File: src/rtl/ifdef_serial_tx.sv
// ifdef_serial_tx: valid/ready word in, idle-high serial frame out (start, data LSB first,
// parity when DEFINE_A is defined, stop).
module ifdef_serial_tx #(
   parameter int DataWidth  = 8,
   parameter int ClksPerBit = 4
) (
   input  logic                 i_clk,
   input  logic                 i_rst_n,
   input  logic                 i_valid,
   output logic                 o_ready,
   input  logic [DataWidth-1:0] i_data,
`ifdef DEFINE_A
   input  logic                 i_parity_odd,
`endif
   output logic                 o_serial,
   output logic                 o_busy,
   output logic                 o_done
);
   localparam int CW = $clog2(ClksPerBit) + 1;
   localparam int BW = $clog2(DataWidth) + 1;
   localparam logic [CW-1:0] CLK_LAST = CW'(ClksPerBit - 1);
   localparam logic [BW-1:0] BIT_LAST = BW'(DataWidth - 1);
   typedef enum logic [2:0] {
      IDLE,
      START,
      DATA,
`ifdef DEFINE_A
      PARITY,
`endif
      STOP
   } state_t;
   state_t               state_q, state_d;
   logic [CW-1:0]        clk_cnt_q;
   logic [BW-1:0]        bit_cnt_q;
   logic [DataWidth-1:0] shreg_q;
`ifdef DEFINE_A
   logic                 par_q;
`endif
   logic                 xfer, bit_end;
   assign xfer    = i_valid && o_ready;
   assign bit_end = clk_cnt_q == CLK_LAST;
   always_ff @(posedge i_clk or negedge i_rst_n) begin
      if (!i_rst_n) state_q <= IDLE;
      else          state_q <= state_d;
   end
   always_comb begin
      state_d = state_q;
      case (state_q)
         IDLE:    state_d = xfer ? START : IDLE;
         START:   state_d = bit_end ? DATA : START;
`ifdef DEFINE_A
         DATA:    state_d = (bit_end && bit_cnt_q == BIT_LAST) ? PARITY : DATA;
         PARITY:  state_d = bit_end ? STOP : PARITY;
`else
         DATA:    state_d = (bit_end && bit_cnt_q == BIT_LAST) ? STOP : DATA;
`endif
         STOP:    state_d = bit_end ? IDLE : STOP;
         default: state_d = IDLE;
      endcase
   end
   // Counters idle at zero so every state starts a fresh bit period.
   always_ff @(posedge i_clk or negedge i_rst_n) begin
      if (!i_rst_n) begin
         clk_cnt_q <= '0;
         bit_cnt_q <= '0;
         shreg_q   <= '0;
      end else begin
         clk_cnt_q <= (state_q == IDLE || bit_end) ? '0 : clk_cnt_q + 1'b1;
         bit_cnt_q <= (state_q != DATA) ? '0 :
                      !bit_end ? bit_cnt_q :
                      (bit_cnt_q == BIT_LAST) ? '0 : bit_cnt_q + 1'b1;
         shreg_q   <= xfer ? i_data :
                      (state_q == DATA && bit_end) ? shreg_q >> 1 : shreg_q;
      end
   end
`ifdef DEFINE_A
   // Parity is resolved at capture; the shift register no longer holds the word later.
   always_ff @(posedge i_clk or negedge i_rst_n) begin
      if (!i_rst_n)  par_q <= 1'b0;
      else if (xfer) par_q <= (^i_data) ^ i_parity_odd;
   end
`endif
   always_comb begin
      o_ready  = state_q == IDLE;
      o_busy   = state_q != IDLE;
      o_done   = state_q == STOP && bit_end;
      o_serial = 1'b1;
      case (state_q)
         START:   o_serial = 1'b0;
         DATA:    o_serial = shreg_q[0];
`ifdef DEFINE_A
         PARITY:  o_serial = par_q;
`endif
         default: o_serial = 1'b1;
      endcase
   end
endmodule

File: config.mk
export PLATFORM = sky130hd
export DESIGN_NAME = ifdef_serial_tx
export DESIGN_NICKNAME = d
export VERILOG_FILES = /design/src/rtl/ifdef_serial_tx.sv
export SDC_FILE = /design/constraint.sdc
export NUM_CORES = 1
export LEC_CHECK = 0
export CAP_MARGIN = 20
export CELL_PAD_IN_SITES_DETAIL_PLACEMENT = 2
export CELL_PAD_IN_SITES_GLOBAL_PLACEMENT = 2
export CORE_UTILIZATION = 41
export DETAILED_ROUTE_END_ITERATION = 10
export DONT_BUFFER_PORTS = 1
export GPL_TIMING_DRIVEN = 0
export MAX_ROUTING_LAYER = met4
export PLACE_DENSITY = 0.78
export SLEW_MARGIN = 20
export SYNTH_ARGS = -nofsm -noshare
export SYNTH_HDL_FRONTEND = slang
export SYNTH_SLANG_ARGS = --single-unit
File: constraint.sdc
create_clock -name i_clk -period 2.7 [get_ports i_clk]
set_clock_uncertainty 0.15 [all_clocks]
set_input_delay 0.54 -clock i_clk [delete_from_list [all_inputs] [get_ports i_clk]]
set_output_delay 0.54 -clock i_clk [all_outputs]
set_load 0.02 [all_outputs]
==> impl_metrics.json <==
{
  "grt_max_degree": 18,
  "r2r_start": "clk_cnt_q[0]$_DFF_PN0_",
  "tightestPinTransition_ns": 0.755,
  "cts.sinks": 17,
  "grt_overflow": 0,
  "track_usage_pct": 21.5,
  "yosys_warnings": 0,
  "hpwl_um": 1560,
  "syn_nets": 98,
  "die_area_um2": 2360,
  "critPathMaxStageDelay_ns": 0.39,
  "area_growth_pct": 7.88,
  "cts_resized": 0,
  "finalHoldViolations": 0,
  "num_rows": 16,
  "fp.dieH_um": 48.6,
  "numCtsBuffers": 3,
  "startpoint_type": "register",
  "routed_wl_um": 2030,
  "end_kind": "primary output",
  "worstHoldPathCells": 1,
  "synth_cells": 83,
  "port_buffers": 0,
  "drt_pass1_iterations": 2,
  "required_ns": 2.01,
  "setup_viol": 0,
  "core_area_um2": 2000,
  "tns_ns": 0,
  "crit_chain": "ha_1 -> ha_1 -> buf_2 -> and3_2",
  "ant_nets": 0,
  "viasPerCell": 5.63,
  "min_period_ns": 2.26,
  "maxSlewHeadroom_pct": 49.5,
  "cap_violations": 0,
  "power_density_nw_per_um2": 1020,
  "fmax_ghz": 0.443,
  "synth_top_area_cell": "dfrtp_1",
  "finalMaxSlewViolations": 0,
  "holdCritStartpoint": "clk_cnt_q[0]$_DFF_PN0_",
  "drc": 0,
  "arrival_ns": 1.57,
  "outcome": "completed",
  "regToRegSetupSlack_ns": 0.93,
  "cts_tree": "yes",
  "reg2regPathDepth": 5,
  "hold_class": "reg2reg",
  "htreeDepth": 1,
  "critPathKind": "reg2out",
  "min_to": "clk_cnt_q[0]$_DFF_PN0_",
  "layout.nets": 104,
  "grt_pass1_wl_um": 3800,
  "ios": 15,
  "yosys.area.top_type_share_pct": 47.8,
  "avgSynthCellArea_um2": 10.7,
  "synth.top_cells.by_area": "dfrtp_1 (48%), ha_1 (5.6%), a2bb2oi_1 (4.9%), o22ai_1 (4.2%), nand2_1 (3.8%)",
  "async_flop_share_pct": 100,
  "die_w_um": 48.6,
  "crit_path_frequent_cell": "ha_1",
  "path_max_fanout": 10,
  "cts-root-buf": "clkbuf_4",
  "worstReg2RegEnd": "shreg_q[2]$_DFFE_PN0P_",
  "layout-drive-gt1-share_pct": 17.0,
  "synthFlopType": "dfrtp_1",
  "synth_area_um2": 890,
  "synth_cell_types": 29,
  "yosysSeqAreaShare_pct": 47.8,
  "cts.reportedPaths.clkPinSlew_ns": 0.09,
  "grt_pass1_vias": 788,
  "antenna_cells": 0,
  "place_congestion": 0.698,
  "initial_core_util_pct": 44.4,
  "cellLeakagePower_nw": 0.395,
  "period_share_pct": 83.6,
  "peakVddDrop_v": 0.000400,
  "clockBufferDepth": 2,
  "clk_latency_ns": 0.28,
  "cp_slowest_cell": "dfrtp_1",
  "synth_edf_count": 0,
  "rsz0062_at_grt": "no",
  "power_mw": 0.974,
  "synth-seq-cells": 17,
  "wl_per_cell_um": 17.7,
  "antenna_found_initial": 0,
  "vias": 648,
  "drt_iter0_drc": 4
}
==> state kept, by name, indices dropped and copies added, names as in the netlist <==
register,flops
shreg_q,8
bit_cnt_q,4
clk_cnt_q,3
state_q,2
==> how the worst max path moves through the flow <==
stage / from / end / slack (ns) / cells after the start
4_1_cts: clk_cnt_q[0]$_DFF_PN0_ / o_done / 0.41 / 4
3_5_place_dp: clk_cnt_q[0]$_DFF_PN0_ / o_done / 0.75 / 4
2_1_floorplan: clk_cnt_q[0]$_DFF_PN0_ / o_done / 0.85 / 4
6_report: clk_cnt_q[0]$_DFF_PN0_ / o_done / 0.44 / 4
3_3_place_gp: clk_cnt_q[0]$_DFF_PN0_ / o_done / 0.78 / 4
5_1_grt: clk_cnt_q[0]$_DFF_PN0_ / o_done / 0.34 / 4
==> cell usage after synthesis (3+ instances only) <==
cell / instances
inv_1: 3
ha_1: 4
o22ai_1: 6
a21oi_1: 3
a2bb2oi_1: 5
dfrtp_1: 17
nor2_1: 3
nor3_1: 4
nand2_1: 9
o21ai_0: 4
==> critical path, delay by kind of cell (launching register included) <==
family | cells | cell delay, ns
AND/OR/NAND/NOR | 1 | 0.28
adder cells (fa/ha/maj) | 2 | 0.43
buffers and inverters | 1 | 0.19
flip-flops | 1 | 0.39
==> cell families (layout without fill, tap and decap cells) <==
logic type      count (synthesis)  in the layout  share of synthesized area [%]
buf+inv                         8             13                           5.34
compound gates                 24             24                           21.5
simple gates                   27             27                           16.5
xor+xnor                        1              1                          0.985
flops                          17             17                           47.8
mux                             2              2                           2.25
fa+ha+maj                       4              4                           5.63
==> through the flow <==
step / hold WS [ns] / util [%] / instances / setup WS [ns] / area, µm²
after floorplan: 0.0944 / - / 83 / 0.845 / 890
after global placement: 0.0947 / 46.1 / 110 / 0.776 / 923
after detailed placement: 0.0947 / 46.1 / 110 / 0.746 / 923
after CTS: 0.308 / 47.9 / 115 / 0.414 / 960
after global routing: 0.322 / 47.9 / 115 / 0.344 / 960
final: 0.298 / 47.9 / 115 / 0.444 / 960
==> cells in the final DEF, fill, tap and decap left out, types with 3 or more instances in the layout <==
| cell | Yosys | layout |
|---|---|---|
| o21ai_0 | 4 | 4 |
| a21oi_1 | 3 | 3 |
| dfrtp_1 | 17 | 17 |
| ha_1 | 4 | 4 |
| nor3_1 | 4 | 4 |
| a2bb2oi_1 | 5 | 5 |
| nand2_1 | 9 | 9 |
| inv_1 | 3 | 3 |
| nor2_1 | 3 | 3 |
| clkbuf_4 | 0 | 3 |
| o22ai_1 | 6 | 6 |
==> metal layers <==
| layer | GRT usage, % | up-vias | share of wire [%] |
|---|---|---|---|
| li1 | - | 309 | - |
| met1 | 24.4 | 327 | 44 |
| met2 | 39.2 | 10 | 52 |
| met3 | 6.29 | 2 | 3.3 |
| met4 | 1.47 | 0 | 0.44 |
| met5 | - | - | 0 |
==> cell type report <==
type / count / area, µm²
clock buffers: 4 / 26.3
well taps: 27 / 33.8
fillers: 223 / 1040
flip-flops and latches: 17 / 425
repair buffers: 1 / 10.0
multi-input cells: 58 / 417
plain buffers: 4 / 32.5
inverters: 4 / 15.0
==> power by group <==
part,internal [mW],switching [mW],total [mW]
combinational,0.190,0.238,0.428
clock,0.0574,0.0728,0.130
sequential,0.348,0.0681,0.416
==> repair_timing <==
item	4_1_cts	5_1_grt
hold endpoints to repair	17	0
hold buffers	1	0
buffers inserted	0	0
Power figures use the tool's default switching activity.
